$ cat src/rtl/viterbi_traceback.sv
// viterbi_traceback: stores per-step backpointers, picks the best final state and
// streams the decoded path backwards over a valid/ready handshake.
module viterbi_traceback #(
    parameter int I = 3,
    parameter int W = 20,
    parameter int T_MAX = 16,
    localparam int S = $clog2(I),
    localparam int C = $clog2(T_MAX + 1),
    localparam int P = $clog2(T_MAX)
) (
    input  logic                  clk,
    input  logic                  rst,
    input  logic                  psi_valid,
    input  logic [S*I-1:0]        psi_in_flat,
    input  logic                  psi_last,
    input  logic signed [W*I-1:0] delta_final_flat,
    output logic                  in_ready,
    output logic                  out_valid,
    input  logic                  out_ready,
    output logic [S-1:0]          out_state,
    output logic [C-1:0]          out_step,
    output logic                  out_last,
    output logic [1:0]            err
);
    localparam logic [1:0] COLLECT = 2'd0, SELECT = 2'd1, TRACE = 2'd2;
    logic [1:0] state;
    logic [P-1:0] wr_ptr;
    logic [C-1:0] t;
    logic [S-1:0] cur_state, best, p_raw;
    logic signed [W-1:0] best_val;
    logic [W*I-1:0] delta_q;
    logic [S*I-1:0] psi_mem [T_MAX];
    logic [S*I-1:0] rd_vec;
    logic accept, at_end, bad_p;
    assign in_ready  = state == COLLECT;
    assign out_valid = state == TRACE;
    assign out_state = cur_state;
    assign out_step  = t;
    assign out_last  = out_valid && t == '0;
    assign accept    = psi_valid && in_ready;
    assign at_end    = wr_ptr == P'(T_MAX - 1);
    assign rd_vec    = psi_mem[P'(t - 1'b1)];
    assign p_raw     = rd_vec[int'(cur_state)*S +: S];
    assign bad_p     = int'(p_raw) >= I;
    // strict > scanning upward keeps the lowest index on ties
    always_comb begin
        best = '0;
        best_val = delta_q[W-1:0];
        for (int j = 1; j < I; j++)
            if ($signed(delta_q[W*j +: W]) > best_val) begin
                best = S'(j);
                best_val = delta_q[W*j +: W];
            end
    end
    always_ff @(posedge clk)
        if (accept) psi_mem[wr_ptr] <= psi_in_flat;
    always_ff @(posedge clk) begin
        if (rst) begin
            state     <= COLLECT;
            wr_ptr    <= '0;
            t         <= '0;
            cur_state <= '0;
            delta_q   <= '0;
            err       <= '0;
        end else begin
            case (state)
                COLLECT: if (accept) begin
                    wr_ptr <= wr_ptr + 1'b1;
                    if (psi_last || at_end) begin
                        delta_q <= delta_final_flat;
                        t       <= C'(wr_ptr) + 1'b1;
                        state   <= SELECT;
                        if (!psi_last) err[0] <= 1'b1;
                    end
                end
                SELECT: begin
                    cur_state <= best;
                    state     <= TRACE;
                end
                TRACE: if (out_ready) begin
                    if (t != '0) begin
                        cur_state <= bad_p ? '0 : p_raw;
                        t         <= t - 1'b1;
                        if (bad_p) err[1] <= 1'b1;
                    end else begin
                        wr_ptr <= '0;
                        state  <= COLLECT;
                    end
                end
                default: state <= COLLECT;
            endcase
        end
    end
endmodule

$ cat config.mk
export PLATFORM = sky130hd
export DESIGN_NAME = viterbi_traceback
export DESIGN_NICKNAME = d
export VERILOG_FILES = /design/src/rtl/viterbi_traceback.sv
export SDC_FILE = /design/constraint.sdc
export NUM_CORES = 1
export LEC_CHECK = 0
export ABC_AREA = 1
export CORE_MARGIN = 4
export CORE_UTILIZATION = 62
export CTS_CLUSTER_DIAMETER = 100
export DETAILED_ROUTE_END_ITERATION = 12
export DONT_BUFFER_PORTS = 1
export MAX_ROUTING_LAYER = met4
export PLACE_DENSITY = 0.84
export SYNTH_ARGS = -nofsm -noshare
export SYNTH_HDL_FRONTEND = slang
export SYNTH_SLANG_ARGS = --single-unit
$ cat constraint.sdc
create_clock -name clk -period 6.15 [get_ports clk]
set_clock_uncertainty 0.15 [all_clocks]
set_input_delay 1.23 -clock clk [delete_from_list [all_inputs] [get_ports clk]]
set_output_delay 1.23 -clock clk [all_outputs]
set_load 0.03 [all_outputs]
==> qor.csv, run 1 <==
metric,value,unit
port_buffers,0,
synthesis.instances,937,
hold_depth,2,
hp-start,delta_q[40],
ys_seq_area_frac,0.5280,
slew_headroom,0.3039,
cts_buffers,17,
crit_path_start_kind,flop,
ys_ff_latch,171,
io_pins,83,
drc,0,
critPathCaptureType,flop,
critPathMaxStageDelay,870,ps
path_cells,inv_2 -> ha_1 -> clkinv_2 -> nand3_1 -> nand3_1 -> nand3_1 -> nand3_1 -> nand2_1 -> nand2_1 -> nand2_1 -> nand3_1 -> nand3_1 -> nand2_1 -> inv_1,
ff2ff_setup_slack,2300,ps
vias_per_cell,5.656,
cp_slowest_cell,ha_1,
start_util,0.6295,
final_hold_viol_count,0,
die_h,123.7,microns
grt_usage,0.2562,
first_global_vias,5981,
hp-class,reg2reg,
worstPathArrival,4070,ps
post-route-util,0.6707,
cts.htree.levels,4,
cp_max_fo,52,
syn_area_per_cell,8.861,sq um
reg2reg_from,out_step[0],
path_clk_slew,60,ps
first_iter_violations,501,
synth_warnings,0,
ir_worst_vdd,0.2729,mV
insertedDiodeCount,0,
core,0.01319,sq mm
fin_nets,1034,
post_cts_resized,0,
outcome,"finished, final reports clean",
area.growth.synth_to_final,6.555,%
post-dp-hpwl,12.18,mm
rows,42,
clk_latency,430,ps
grt_pass1_wl,29.36,mm
holdBufCountCts,0,
grt_antenna_before_repair,0,
drv_cap,0,
multi_input_area,0.003363,sq mm
hold_end,delta_q[40],
postCtsSetupRepairBufs,0,
cts_root_buf,clkbuf_16,
r2r_cells,14,
ff_latch_area,0.004385,sq mm
setup_violations,0,
numClockSinks,171,
dieArea,0.01531,sq mm
clk_path_buf_depth,2,
rr_endpoint,out_state[0],
dr.pass1.iters,5,
max_freq,0.2597,GHz
fin_crit,3851,ps
gr-total-overflow,0,
place.gp.congestion,0.9149,
slew_violations,0,
drtAntennaViolNets,0,
die_w,123.7,microns
synth_fp_nets,1054,
grt_start_max_net_pins,67,
rsz0062_at_grt,false,
crit_type,reg2reg,
setup_tns,0,ps
path_common_cell,nand3_1,
cts_tree,yes,
min_period_over_period,0.6261,
holdWs,324.3,ps
required,6370,ps
power_leakage,3.665,nW
via_count,6255,
filler_cell_count,987,
placed_cells,1074,
tightest_slew,1036,ps
wl_per_cell,16.52,microns
finalNonFillerCells,1106,
synthesis.area,0.008303,sq mm
finalWirelength,18.27,mm
post_synth_num_cell_types,33,
drive_gt1_frac,0.09355,
finalPower,2.957,mW
p_per_area,334.2,mW/mm^2
## cell usage after synthesis
cell type | n | share of area
clkbuf_1 | 12 | 0.0054
clkinv_2 | 1 | 0.00060
a21o_1 | 2 | 0.0018
nor3_1 | 3 | 0.0018
o21ai_2 | 20 | 0.021
o211ai_1 | 1 | 0.00090
o21ai_1 | 24 | 0.014
o21ai_0 | 43 | 0.026
clkinv_1 | 2 | 0.00090
xnor2_1 | 1 | 0.0011
a21oi_1 | 41 | 0.025
edfxtp_1 | 96 | 0.35
a211oi_2 | 4 | 0.0060
a21oi_2 | 1 | 0.0011
nor2_4 | 5 | 0.0068
nor2_1 | 117 | 0.053
nand2_2 | 2 | 0.0015
nand3_1 | 103 | 0.062
dfxtp_1 | 75 | 0.18
buf_4 | 9 | 0.0081
nand2_1 | 218 | 0.099
o22ai_2 | 1 | 0.0015
nor3_2 | 2 | 0.0024
nand4_1 | 6 | 0.0045
buf_6 | 8 | 0.011
inv_1 | 61 | 0.028
o21bai_1 | 1 | 0.00090
inv_2 | 11 | 0.0050
nand3_2 | 1 | 0.0012
nor2_2 | 4 | 0.0030
a31oi_1 | 2 | 0.0015
buf_2 | 14 | 0.0084
ha_1 | 46 | 0.069
## flip-flops by register name, summed over array words and instances, names as in the netlist
name	flops
err	2
out_step	5
wr_ptr	4
psi_mem	96
state	2
delta_q	60
out_state	2
## cell type report
class / instances / share of cell area
inverters: 75 / 0.03196
well taps: 176 / 0.02489
multi-input cells: 648 / 0.3801
clock inverters: 9 / 0.006505
repair buffers: 4 / 0.003394
flip-flops and latches: 171 / 0.4957
clock buffers: 23 / 0.05742
## worst max-delay path: cells and delay by family (launching register included)
kind                       cells  cell delay, ps
buffers and inverters          3            1320
and+or+nand+nor               10            1100
adders and majority gates      1             870
DFF                            1             320
## cell families after synthesis
kind of cell	synth area share
buf+inv	0.06691
simple gates	0.2348
xor+xnor	0.001055
compound gates	0.09991
flops	0.5280
fa+ha+maj	0.06932
## cell usage in the layout (no fill, tap or decap), types with 4 or more instances in the layout
cell type and count:
nand2_1 218, nor2_1 117, nand3_1 103, edfxtp_1 96, dfxtp_1 74, inv_1 61
ha_1 46, o21ai_0 43, a21oi_1 41, o21ai_1 24, o21ai_2 20, clkbuf_16 19
inv_2 11, nand4_1 6, nor2_4 5, nor2_2 4, a211oi_2 4, clkinv_2 4
buf_4 4
## through the flow
step | setup WS, ps | instance area, sq um
after floorplan | 3129 | 8303
after global placement | 2407 | 8282
after detailed placement | 2369 | 8282
after CTS | 2328 | 8847
after global routing | 1947 | 8847
final | 2299 | 8847
## how the worst max path moves through the flow
stage | end | startpoint | slack, ps
3_5_place_dp | out_state[0] | out_step[0] | 2370
3_3_place_gp | out_state[0] | out_step[0] | 2410
6_report | out_state[0] | out_step[0] | 2300
5_1_grt | out_state[0] | out_step[0] | 1950
2_1_floorplan | out_state[0] | delta_q[19] | 3130
4_1_cts | out_state[0] | out_step[0] | 2330
## where the power goes
part	internal [mW]	total (mW)	switching, mW
clock network	0.583	1.01	0.431
registers	1.25	1.29	0.0390
logic	0.213	0.650	0.437
## metal layers
layer  part of all wire  up-vias  track usage
met1               0.41     2896       0.3203
met3              0.075       34      0.05586
met4              0.024        0       0.1052
li1                   -     3092            -
met5                  0        -            -
met2               0.49      233       0.4069
Note: power is estimated with default switching activity, not from simulation.
==> run 2: changes to the inputs <==
==> constraint.sdc (replaced) <==
create_clock -name clk -period 3.9 [get_ports clk]
set_clock_uncertainty 0.15 [all_clocks]
set_input_delay 0.78 -clock clk [delete_from_list [all_inputs] [get_ports clk]]
set_output_delay 0.78 -clock clk [all_outputs]
set_load 0.03 [all_outputs]
==> qor.csv, run 2 (synthesis results as in run 1) <==
metric,value,unit,change
port_buffers,0,,unchanged
slew_headroom,0.2312,,was 0.3039
start_util,0.6295,,unchanged
clk_path_buf_depth,2,,unchanged
first_global_vias,6124,,was 5981
grt_start_max_net_pins,52,,was 67
numClockSinks,171,,unchanged
setup_violations,0,,unchanged
regMostFlops,psi_mem,,unchanged
cts_tree,yes,,unchanged
r2r_cells,27,,was 14
clk_latency,440,ps,was 430 ps
max_freq,0.2870,GHz,was 0.2597 GHz
vias_per_cell,5.680,,was 5.656
drv_cap,0,,unchanged
critPathCaptureType,flop,,unchanged
path_buf_inv,5,,was 3
crit_path_start_kind,flop,,unchanged
p_per_area,535.0,mW/mm^2,was 334.2 mW/mm^2
holdBufCountCts,0,,unchanged
io_pins,83,,unchanged
layout_commonest_cell,nand2_1,,unchanged
reg2reg_from,delta_q[19],,was out_step[0]
cts_root_buf,clkbuf_16,,unchanged
grt_antenna_before_repair,0,,unchanged
power_leakage,3.694,nW,was 3.665 nW
met2_usage,0.4272,,was 0.4069
use_met1,0.3094,,was 0.3203
area.growth.synth_to_final,7.309,%,was 6.555%
dr.pass1.iters,5,,unchanged
gr-total-overflow,0,,unchanged
required,4070,ps,was 6370 ps
cp_max_fo,16,,was 52
dieArea,0.01531,sq mm,unchanged
final_hold_viol_count,0,,unchanged
rr_endpoint,out_state[0],,unchanged
cts_buffers,17,,unchanged
min_period_over_period,0.8934,,was 0.6261
die_w,123.7,microns,unchanged
ff2ff_setup_slack,420,ps,was 2300 ps
hp-class,in2reg,,was reg2reg
outcome,"finished, final reports clean",,unchanged
post-dp-hpwl,12.33,mm,was 12.18 mm
fin_crit,3484,ps,was 3851 ps
via_count,6311,,was 6255
hold_depth,1,,was 2
drive_gt1_frac,0.09626,,was 0.09355
ir_worst_vdd,0.3323,mV,was 0.2729 mV
drc,0,,unchanged
grt_usage,0.2580,,was 0.2562
hold_end,wr_ptr[0],,was delta_q[40]
rows,42,,unchanged
drtAntennaViolNets,0,,unchanged
slew_violations,0,,unchanged
postCtsSetupRepairBufs,0,,unchanged
tightest_slew,1144,ps,was 1036 ps
final_cell_mix,"nand2_1 (218), nor2_1 (115), nand3_1 (103), edfxtp_1 (96), dfxtp_1 (74)",,"was nand2_1 (218), nor2_1 (117), nand3_1 (103), edfxtp_1 (96), dfxtp_1 (74)"
worstPathArrival,3660,ps,was 4070 ps
place_area,0.008319,sq mm,was 0.008282 sq mm
critPathMaxStageDelay,340,ps,was 870 ps
cp_slowest_cell,ha_1,,unchanged
final_area,0.008910,sq mm,was 0.008847 sq mm
dp_slack,445.3,ps,was 2369 ps
crit_type,reg2reg,,unchanged
hp-start,rst,,was delta_q[40]
setup_ws,415.9,ps,was 2299 ps
cts.htree.levels,4,,unchanged
path_clk_slew,60,ps,about the same
grt_pass1_wl,29.56,mm,was 29.36 mm
use_met3,0.05041,,was 0.05586
wl_per_cell,16.45,microns,was 16.52 microns
fin_nets,1039,,was 1034
first_iter_violations,503,,was 501
cp_top_family,simple AND/OR/NAND/NOR gates,,was buffers and inverters
path_common_cell,nand2_1,,was nand3_1
largest_reg_flops,96,,unchanged
insertedDiodeCount,0,,unchanged
core,0.01319,sq mm,unchanged
top_usage_layer,met2,,unchanged
finalWirelength,18.27,mm,about the same
die_h,123.7,microns,unchanged
place.gp.congestion,0.9061,,was 0.9149
post_cts_resized,0,,unchanged
## run 2: cell types whose count changed in the layout (fill, tap and decap cells not counted), sizes merged
cell and delta:
clkinv +3, bufinv +3, buf +5, clkinvlp -2, clkbuf -4
## run 2: per-layer routing
layer	vias up	routed length (microns)
met2	249	9089
met4	0	364
met3	34	1282
met5	-	0
met1	2918	7536
li1	3110	-
## run 2: area by class of cell
type                    instances  area (sq um)
clock buffers                  19         432.9
clock inverters                13         148.9
fillers                       999          4280
inverters                      75         282.8
multi-input cells             648          3372
flip-flops and latches        171          4385
well taps                     176         220.2
repair buffers                  9         67.56
## run 2: worst register-to-register path, stage by stage (launching register included)
cell and delay [ps]:
dfxtp_1 300, inv_1 70, ha_1 340, nand2_1 110, nor2_2 150, nand2_1 100
nor2_2 130, nand2_1 90, nand4_1 90, nand2_1 70, nor2_2 120, inv_2 50
buf_4 200, nand2_1 110, o21ai_2 60, ha_1 290, nand2_1 100, inv_1 40
nand2_1 50, nand2_1 50, a21oi_1 190, nand3_1 110, nand2_1 90, nand3_1 70
nand3_1 90, nand3_1 80, nand2_1 70, inv_1 30
## run 2: worst max-delay path by stage
stage	start	to	slack [ps]	cells after the start
2_1_floorplan	delta_q[19]	out_state[0]	880	27
3_3_place_gp	delta_q[19]	out_state[0]	620	27
3_5_place_dp	delta_q[19]	out_state[1]	450	27
4_1_cts	delta_q[19]	out_state[1]	370	27
5_1_grt	delta_q[19]	out_state[1]	-30	26
6_report	delta_q[19]	out_state[0]	420	27
## run 2: metrics by stage
step	setup TNS [ps]	util	hold WS, ps	total power [mW]	cells
3_3_place_gp	0	0.6307	319.6	3.066	1079
3_5_place_dp	0	0.6307	328.0	3.103	1079
2_1_floorplan	0	-	286.2	2.920	937
6_report	0	0.6755	253.6	4.767	1111
5_1_grt	-42.88	0.6755	252.4	5.010	1111
4_1_cts	0	0.6748	251.5	4.765	1111
## run 2: power by group
| group | internal, mW | total [mW] | switching (mW) |
|---|---|---|---|
| logic | 0.351 | 1.05 | 0.696 |
| registers | 1.98 | 2.04 | 0.0625 |
| clock network | 1.00 | 1.68 | 0.679 |
